**src/rtl/output_evaluator.sv**
```systemverilog
// Per-case output evaluator: accumulates output mismatches and absolute activation error
// over each block cycle, then publishes case results and running accuracy statistics.
module output_evaluator #(
   parameter int cpc       = 18,
   parameter int P         = 1,
   parameter int width     = 32,
   parameter int frac_bits = 21,
   parameter int W         = 100,
   parameter int max_cases = 100000
) (
   input  logic                       clk,
   input  logic                       reset,
   input  logic [$clog2(cpc)-1:0]     cycle_index,
   input  logic [P-1:0]               a_out,
   input  logic [P-1:0]               y_out,
   input  logic [P*width-1:0]         actL,
   input  logic                       clear,
   output logic                       case_done,
   output logic                       tc_error,
   output logic [width+7:0]           err_sum,
   output logic [31:0]                num_train,
   output logic [31:0]                total_error,
   output logic [$clog2(W+1)-1:0]     recent,
   output logic                       done
);

   localparam int CIW = $clog2(cpc);
   localparam int RW  = $clog2(W+1);
   localparam int EW  = width + 8;
   localparam int LW  = width + 1;
   // Wide enough to hold accumulator plus one clock of lane errors before saturating.
   localparam int SW  = EW + $clog2(P+1) + 1;

   localparam logic [LW-1:0]  ONE       = LW'(1) << frac_bits;
   localparam logic [CIW-1:0] CI_FIRST  = CIW'(2);
   localparam logic [CIW-1:0] CI_LAST   = CIW'(cpc - 1);
   localparam logic [31:0]    MAX_CASES = 32'(max_cases);

   logic            r_case_done;
   logic            r_tc_error;
   logic [EW-1:0]   r_err_sum;
   logic [31:0]     r_num_train;
   logic [31:0]     r_total_error;
   logic [RW-1:0]   r_recent;
   logic            r_done;
   logic [W-1:0]    r_win;
   logic            r_acc_mis;
   logic [EW-1:0]   r_acc_sum;

   logic [LW-1:0]   w_lane_err [P];
   logic [SW-1:0]   w_step_sum;
   logic [SW-1:0]   w_sum_full;
   logic [EW-1:0]   w_sum_sat;
   logic            w_eval;
   logic            w_final;
   logic            w_case_mis;
   logic            w_correct;
   logic [31:0]     w_num_inc;
   logic [31:0]     w_tot_inc;
   logic [W-1:0]    w_win_next;
   logic [RW-1:0]   w_recent_next;

   for (genvar g = 0; g < P; g++) begin : g_lane
      logic [LW-1:0] w_raw;
      logic [LW-1:0] w_clamp;
      assign w_raw         = {1'b0, actL[g*width +: width]};
      assign w_clamp       = (w_raw > ONE) ? ONE : w_raw;
      assign w_lane_err[g] = y_out[g] ? (ONE - w_clamp) : w_clamp;
   end

   always_comb begin
      w_step_sum = '0;
      for (int i = 0; i < P; i++) begin
         w_step_sum = w_step_sum + SW'(w_lane_err[i]);
      end
   end

   assign w_eval        = (cycle_index >= CI_FIRST) && !r_done;
   assign w_final       = (cycle_index == CI_LAST) && !r_done;
   assign w_case_mis    = r_acc_mis | (a_out != y_out);
   assign w_correct     = ~w_case_mis;
   assign w_sum_full    = SW'(r_acc_sum) + w_step_sum;
   assign w_sum_sat     = (|w_sum_full[SW-1:EW]) ? '1 : w_sum_full[EW-1:0];
   assign w_num_inc     = (&r_num_train) ? r_num_train : r_num_train + 32'd1;
   assign w_tot_inc     = (&r_total_error) ? r_total_error : r_total_error + 32'd1;
   // Oldest flag falls off the top; works for W==1 as well.
   assign w_win_next    = W'({r_win, w_correct});
   assign w_recent_next = r_recent + RW'(w_correct) - RW'(r_win[W-1]);

   always_ff @(posedge clk or negedge reset) begin
      if (!reset) begin
         r_case_done   <= 1'b0;
         r_tc_error    <= 1'b0;
         r_err_sum     <= '0;
         r_num_train   <= '0;
         r_total_error <= '0;
         r_recent      <= '0;
         r_done        <= 1'b0;
         r_win         <= '0;
         r_acc_mis     <= 1'b0;
         r_acc_sum     <= '0;
      end else if (clear) begin
         r_case_done   <= 1'b0;
         r_tc_error    <= 1'b0;
         r_err_sum     <= '0;
         r_num_train   <= '0;
         r_total_error <= '0;
         r_recent      <= '0;
         r_done        <= 1'b0;
         r_win         <= '0;
         r_acc_mis     <= 1'b0;
         r_acc_sum     <= '0;
      end else begin
         r_case_done <= w_final;
         if (w_final) begin
            r_tc_error  <= w_case_mis;
            r_err_sum   <= w_sum_sat;
            r_acc_mis   <= 1'b0;
            r_acc_sum   <= '0;
            r_num_train <= w_num_inc;
            if (w_case_mis) begin
               r_total_error <= w_tot_inc;
            end
            r_win    <= w_win_next;
            r_recent <= w_recent_next;
            if (w_num_inc == MAX_CASES) begin
               r_done <= 1'b1;
            end
         end else if (w_eval) begin
            r_acc_mis <= w_case_mis;
            r_acc_sum <= w_sum_sat;
         end
      end
   end

   assign case_done   = r_case_done;
   assign tc_error    = r_tc_error;
   assign err_sum     = r_err_sum;
   assign num_train   = r_num_train;
   assign total_error = r_total_error;
   assign recent      = r_recent;
   assign done        = r_done;

endmodule

```
**config.mk**
```make
export PLATFORM = sky130hd
export DESIGN_NAME = output_evaluator
export DESIGN_NICKNAME = d
export VERILOG_FILES = /design/src/rtl/output_evaluator.sv
export SDC_FILE = /design/constraint.sdc
export NUM_CORES = 1
export LEC_CHECK = 0
export ABC_CLOCK_PERIOD_IN_PS = 4200
export CORE_MARGIN = 2
export CORE_UTILIZATION = 45
export CTS_BUF_LIST = sky130_fd_sc_hd__clkbuf_16
export DETAILED_ROUTE_END_ITERATION = 7
export HOLD_SLACK_MARGIN = 0.02
export PLACE_DENSITY = 0.77
export SLEW_MARGIN = 10
export SYNTH_ARGS = -nofsm -noshare
export SYNTH_HDL_FRONTEND = slang
export SYNTH_SLANG_ARGS = --single-unit
```
**constraint.sdc**
```tcl
create_clock -name clk -period 4.2 [get_ports clk]
set_clock_uncertainty 0.1 [all_clocks]
set_input_delay 0.42 -clock clk [delete_from_list [all_inputs] [get_ports clk]]
set_output_delay 0.42 -clock clk [all_outputs]
set_load 0.01 [all_outputs]
```
==> results of run 1 <==
worst register-to-register path: stages (launching register included):
cell,delay (ns)
dfrtp_1,0.39
ha_1,0.23
fa_1,0.43
a211oi_2,0.24
o21ai_1,0.11
and4_1,0.25
o21a_1,0.22
o211ai_1,0.18
buf_4,0.16
a211oi_4,0.07
buf_4,0.16
or4_1,0.49
o21ai_1,0.09
a211oi_1,0.08
worst max path at each step:
stage             from            end  slack (ns)  depth (start not counted)
2_1_floorplan  actL[5]  r_acc_sum[28]       -0.96                         25
3_3_place_gp   actL[5]    err_sum[37]       -1.30                         23
3_5_place_dp   actL[5]   r_acc_sum[5]       -1.51                         21
4_1_cts        actL[2]  r_acc_sum[33]       -0.29                         25
5_1_grt        actL[2]  r_acc_sum[33]       -0.72                         25
6_report       actL[2]    err_sum[37]       -0.52                         25
layout by cell type (no fill, tap or decap), types with 12 or more instances in the layout:
cell type	instances
a21oi_1	155
ha_1	41
a211oi_2	40
o21ai_0	46
clkdlybuf4s50_1	139
and3_1	15
xor2_1	61
nor3_1	36
buf_4	173
clkinv_1	12
nor2_4	16
xnor2_1	47
dfrtp_1	255
nand2_1	296
inv_1	30
a21o_1	13
a211oi_1	26
clkbuf_16	29
nor2_2	15
nand3_1	38
nor2_1	198
nand4_1	20
registers in the layout (all words and copies together), names as in the netlist:
signal	count
r_acc_sum	40
r_acc_mis	1
done	1
num_train	32
total_error	32
err_sum	40
case_done	1
recent	7
r_win	100
tc_error	1
final cells by class:
| cell class | instances | area [um^2] |
|---|---|---|
| clock buffer | 28 | 701 |
| tap | 396 | 495 |
| sequential | 255 | 6380 |
| inverter | 25 | 93.8 |
| clock inverter | 23 | 131 |
| fill | 2530 | 11800 |
| multi-input combinational | 1269 | 7990 |
| timing repair buffer | 343 | 3080 |
power by group through the flow:
stage                     sequential [mW]  combinational (mW)  clock [mW]
after floorplan                      2.55               0.234           0
after global placement               2.55               0.461           0
after detailed placement             2.55               0.471           0
after CTS                            2.51               0.490        2.30
after global routing                 2.51               0.571        2.40
final                                2.51               0.516        2.25
through the flow:
step	hold slack (ns)	util [%]	power (mW)	setup TNS, ns	setup WS (ns)
2_1_floorplan	0.0244	-	2.78	-72.19	-0.960
3_3_place_gp	0.379	55.6	3.01	-95.43	-1.30
3_5_place_dp	0.384	55.6	3.02	-112.40	-1.51
4_1_cts	0.211	60.1	5.30	-16.10	-0.291
5_1_grt	0.259	61.6	5.48	-45.77	-0.722
6_report	0.222	61.6	5.27	-30.82	-0.521
routing by layer:
metal  wire, um  part of all wire [%]
met3       1740                   4.6
met1      16700                    44
met4       1170                   3.1
met2      18600                    49
met5          0                     0
cells by family (layout without fill, tap and decap cells):
family | Yosys count | count (layout) | synth area share, %
mux | 6 | 6 | 0.437
buf+inv | 116 | 419 | 3.63
simple gates | 732 | 732 | 23.1
xor+xnor | 110 | 110 | 6.87
fa+ha+maj | 47 | 47 | 4.30
other cells | 1 | 6 | 0.0267
compound gates | 368 | 368 | 16.1
flops | 255 | 255 | 45.5
what timing repair did:
item                                    4_1_cts  5_1_grt
hold endpoints to repair                    105        0
hold buffers                                  1        0
gates cloned                                  2        1
pin swaps                                    53       46
setup buffers                                25        8
endpoints found under the setup margin       80       80
resized for setup                           103       74
==> flow_summary.yaml, run 1 <==
run_status:
  status: "complete, but fails checks"
  violations: "negative setup slack"
clock_network:
  cts_num_sinks: 255
  htree_levels: 1
  clkLatencyLatePin_ns: 0.55
  clock_tree.root_cell: "clkbuf_16"
  cts_inserted_buffers: 28
  clock_tree_buffer_depth: 3
  clock_tree_from_tritoncts: "yes"
  clkSlewWorstSetupHoldPaths_ns: 0.06
drt:
  initialDrtViolationCount: 934
  avgRoutedWirePerCell_um: 16.3
  drc: 0
  route.detailed.vias_per_inst: 5.55
  postRouteAntennaNets: 0
  drt_first_pass_iters: 5
  wl_um: 38200
  routed-via-count: 12979
finish:
  layout-drive-gt1-share_pct: 20.0
  finish.net_count: 2011
  n_antenna_cell: 0
  area_growth_syn_to_layout_pct: 34.6
  layout.cells.non_filler: 2339
  postLayoutCellArea_um2: 18900
placement:
  dpl-instance-area_um2: 17100
  numPortBuffers: 155
  dp.cells: 2255
  hpwl_um: 25000
  gp_congestion: 0.874
worst_setup_path:
  crit_fanout: 4
  critical_path.max_stage_delay_ns: 0.55
  terminus_of_the_critical_flop_to_flop_path: "err_sum[37]"
  r2r-start: "r_acc_sum[0]"
  r2r_cells: 13
  timing.critical_path.buf_inv: 3
  cp-end-kind: "flop"
  critical_path_type: "in2reg"
  critical_path.slowest_cell: "or4_4"
  path_delay_family: "simple AND/OR/NAND/NOR gates"
  timing.reg2reg.setup_slack_ns: 0.86
  element_type_at_the_critical_path_start: "primary input"
  critPathArrivalTime_ns: 5.02
  worst-endpoint-required_ns: 4.50
yosys:
  number_of_flops_mapped_to_enable_cells_by_yosys: 0
  syn_area_per_cell_um2: 8.58
  synth.cells.most_frequent: "299 x nand2_1, 255 x dfrtp_1, 229 x nor2_1"
  post-synth-top-count-cell: "nand2_1"
  synth_flop_cell: "dfrtp_1"
  syn-cell-area_um2: 14000
  synthDominantAreaCellType: "dfrtp_1"
  synthCells: 1635
  synth_top_cells_by_area: "dfrtp_1 45%, nand2_1 8.0%, nor2_1 6.1%"
  yosysWarningCount: 0
  netlist-cell-type-count: 75
  ys_seq_elements: 255
  synth.yosys.seq_area_share_pct: 45.5
  synth_largest_type_area_fraction_pct: 45.5
  ys_async_sr_fraction_pct: 100
timing:
  timing.final.max_slew_violations: 0
  final_critical_path_setup_slack_ns: -0.521
  min_tclk_post_route_ns: 4.72
  tightestPinTransition_ns: 0.963
  timing_hold_violations_final: 0
  setup_viol: 80
  period_share_pct: 112
  fmaxAchievable_mhz: 212
  slew_headroom_pct: 35.7
  setup_repair_after_global_routing_missed_its_margin: "yes"
die:
  core-area_um2: 30700
  die_area_um2: 32600
  core.rowCount: 64
  fp.dieH_um: 181
  die_w_um: 181
  start_util_pct: 45.7
  io_pins: 156
power:
  peakVddDrop_uv: 295
  power.internal_mw: 3.96
  share_seq_of_total_power_pct: 47.6
  switching_power_mw: 1.32
  power.share.switching_pct: 25.0
  power.static_leakage_nw: 8.02
  comb_power_share_pct: 9.8
  power.share.clock_pct: 42.6
  power_density_nw_per_um2: 279
min_path:
  holdPathEnd: "total_error[14]"
  hold_class: "in2reg"
  hold-path-cell-count: 2
  hold_path_startpoint: "clear"
job:
  drv_cap: 0
global_route:
  grt_busiest_layer: "met2"
  grt_pass1_wl_um: 63700
  grt_overflow_total: 0
  antenna_violations_before_repair: 0
  globalRouteTotalUtil_pct: 23.1
  groute.layer.met2.usage_pct: 38.0
  grt_max_degree: 179
  globalRouteMet3Util_pct: 3.21
  grt_pass1_vias: 12844
  grt.met1_usage_pct: 31.1
No activity file was read; power rests on OpenSTA's default activity.
==> run 2, diff against run 1 <==
- CAP_MARGIN: default -> 10
==> results of run 2 <==
Final layout, timing and power as in run 1 (identical DEF).
==> run 3, diff against run 2 <==
- CORE_UTILIZATION: 45 -> 57
- PLACE_DENSITY: 0.77 -> 0.92
==> run 3 against run 2 <==
Against the previous run: the flow still finishes with violations (negative setup slack); maximum frequency is 0.74% higher; wire length is 12% higher; die area is 21% lower; worst hold slack worse by 0.070 ns; flip-flop and latch count stayed put; sequential power hardly changed; critical path type unchanged; largest power group unchanged.
==> flow_summary.yaml, run 3 (synthesis gave the netlist of run 1 again) <==
placement:
  gp_congestion: 0.936
  hpwl_um: 25700
  numPortBuffers: 155
clock_network:
  htree_levels: 1
  clock_tree.root_cell: "clkbuf_16"
  clock_tree_from_tritoncts: "yes"
  cts_inserted_buffers: 28
  clkSlewWorstSetupHoldPaths_ns: 0.06
  cts_num_sinks: 255
  clock_tree_buffer_depth: 3
  clkLatencyLatePin_ns: 0.56
drt:
  wl_um: 42600
  drt_first_pass_iters: 8
  met1_routed_wirelength_after_detailed_routing_um: 17000
  initialDrtViolationCount: 1293
  routed-wl-met3_um: 2790
  routed-via-count: 13784
  postRouteAntennaNets: 0
  drc: 0
  route.detailed.vias_per_inst: 6.04
  maxUsedRoutingLayer: "met4"
  avgRoutedWirePerCell_um: 18.7
  wl_met2_um: 21100
global_route:
  globalRouteTotalUtil_pct: 31.0
  antenna_violations_before_repair: 0
  grt_max_degree: 174
  grt_pass1_vias: 13597
  grt_pass1_wl_um: 66500
  grt_overflow_total: 0
min_path:
  hold_class: "in2reg"
  hold-path-cell-count: 2
  hold_path_startpoint: "clear"
  holdPathEnd: "total_error[24]"
timing:
  timing.hold.ws_ns: 0.153
  period_share_pct: 112
  tightestPinTransition_ns: 1.03
  slew_headroom_pct: 31.4
  min_tclk_post_route_ns: 4.69
  timing_hold_violations_final: 0
  setup_repair_after_global_routing_missed_its_margin: "yes"
  fmaxAchievable_mhz: 213
  setup_viol: 80
  timing.final.max_slew_violations: 0
  final_critical_path_setup_slack_ns: -0.486
finish:
  layout-drive-gt1-share_pct: 21.4
  utilization_pct: 77.9
  mostFrequentLayoutCell: "nand2_1"
  n_antenna_cell: 0
  layout.cells.most_common_list: "294 x nand2_1, 255 x dfrtp_1, 198 x nor2_1"
  largest_reg_by_ff_count: "r_win"
  fill_cells: 1502
  area_growth_syn_to_layout_pct: 34.6
  finish.net_count: 2024
  largest_register_ff_count: 100
die:
  io_pins: 156
  die_w_um: 161
  start_util_pct: 57.8
  core-area_um2: 24200
  core.rowCount: 57
  die_area_um2: 25900
  fp.dieH_um: 161
worst_setup_path:
  worst-endpoint-required_ns: 4.55
  critical_path.slowest_cell: "ha_1"
  critical_path.max_stage_delay_ns: 0.37
  cp-end-kind: "flop"
  critical_path.most_common_cell: "buf_4"
  timing.reg2reg.setup_slack_ns: 0.83
  critPathArrivalTime_ns: 5.03
  crit_fanout: 6
  r2r_cells: 10
  critical_path_type: "in2reg"
  element_type_at_the_critical_path_start: "primary input"
  terminus_of_the_critical_flop_to_flop_path: "done"
  r2r-start: "num_train[0]"
power:
  peakVddDrop_uv: 364
  power.static_leakage_nw: 8.07
  power_density_nw_per_um2: 288
run_status:
  violations: "negative setup slack"
  status: "complete, but fails checks"
job:
  drv_cap: 0
## run 3: area by class of cell
cell class                      count  area, um^2  area share (%)
Clock buffer                       28         701            3.71
Clock inverter                     24         184           0.974
Inverter                           25        93.8           0.497
Multi-Input combinational cell   1269        7950            42.1
Sequential cell                   255        6380            33.8
Tap cell                          324         405            2.15
Timing Repair Buffer              356        3170            16.8
## run 3: layer usage
layer / vias up / track usage [%]
li1: 6268 / -
met1: 6741 / 40.3
met2: 621 / 53.5
met3: 154 / 4.36
met4: 0 / 10.6
met5: - / 0
## run 3: repair_timing
item / 4_1_cts / 5_1_grt
pin swaps: 52 / 42
hold buffers: 1 / 0
resized for setup: 96 / 84
setup buffers: 34 / 10
hold endpoints to repair: 130 / 0
setup endpoints to repair: 80 / 80
## run 3: how the worst max path moves through the flow
stage | from | to | slack [ns] | depth (start not counted)
3_5_place_dp | actL[5] | r_acc_sum[38] | -1.43 | 23
4_1_cts | actL[2] | err_sum[9] | -0.30 | 24
5_1_grt | actL[8] | err_sum[31] | -0.71 | 23
2_1_floorplan | actL[5] | r_acc_sum[28] | -0.96 | 25
3_3_place_gp | actL[5] | r_acc_sum[38] | -1.27 | 23
6_report | actL[8] | err_sum[20] | -0.49 | 25
## run 3: metrics by stage
step	setup TNS, ns	std cells	area, um^2	power [mW]	worst slack [ns]
2_1_floorplan	-72.19	1640	14200	2.78	-0.960
3_3_place_gp	-95.04	2187	17000	3.01	-1.27
3_5_place_dp	-104.75	2187	17000	3.03	-1.43
4_1_cts	-18.57	2272	18500	5.39	-0.302
5_1_grt	-42.25	2281	18900	5.59	-0.708
6_report	-28.14	2281	18900	5.43	-0.486
## run 3: power by group
part | switching [mW] | internal (mW) | total (mW)
Combinational | 0.322 | 0.209 | 0.532
Clock | 1.05 | 1.34 | 2.39
Sequential | 0.0245 | 2.49 | 2.51
## run 3: worst max-delay path: cells and delay by family
kind            cells  cell delay, ns
simple gates       10            1.81
compound gates      6            1.24
buf+inv             8            1.17
fa+ha+maj           1            0.37
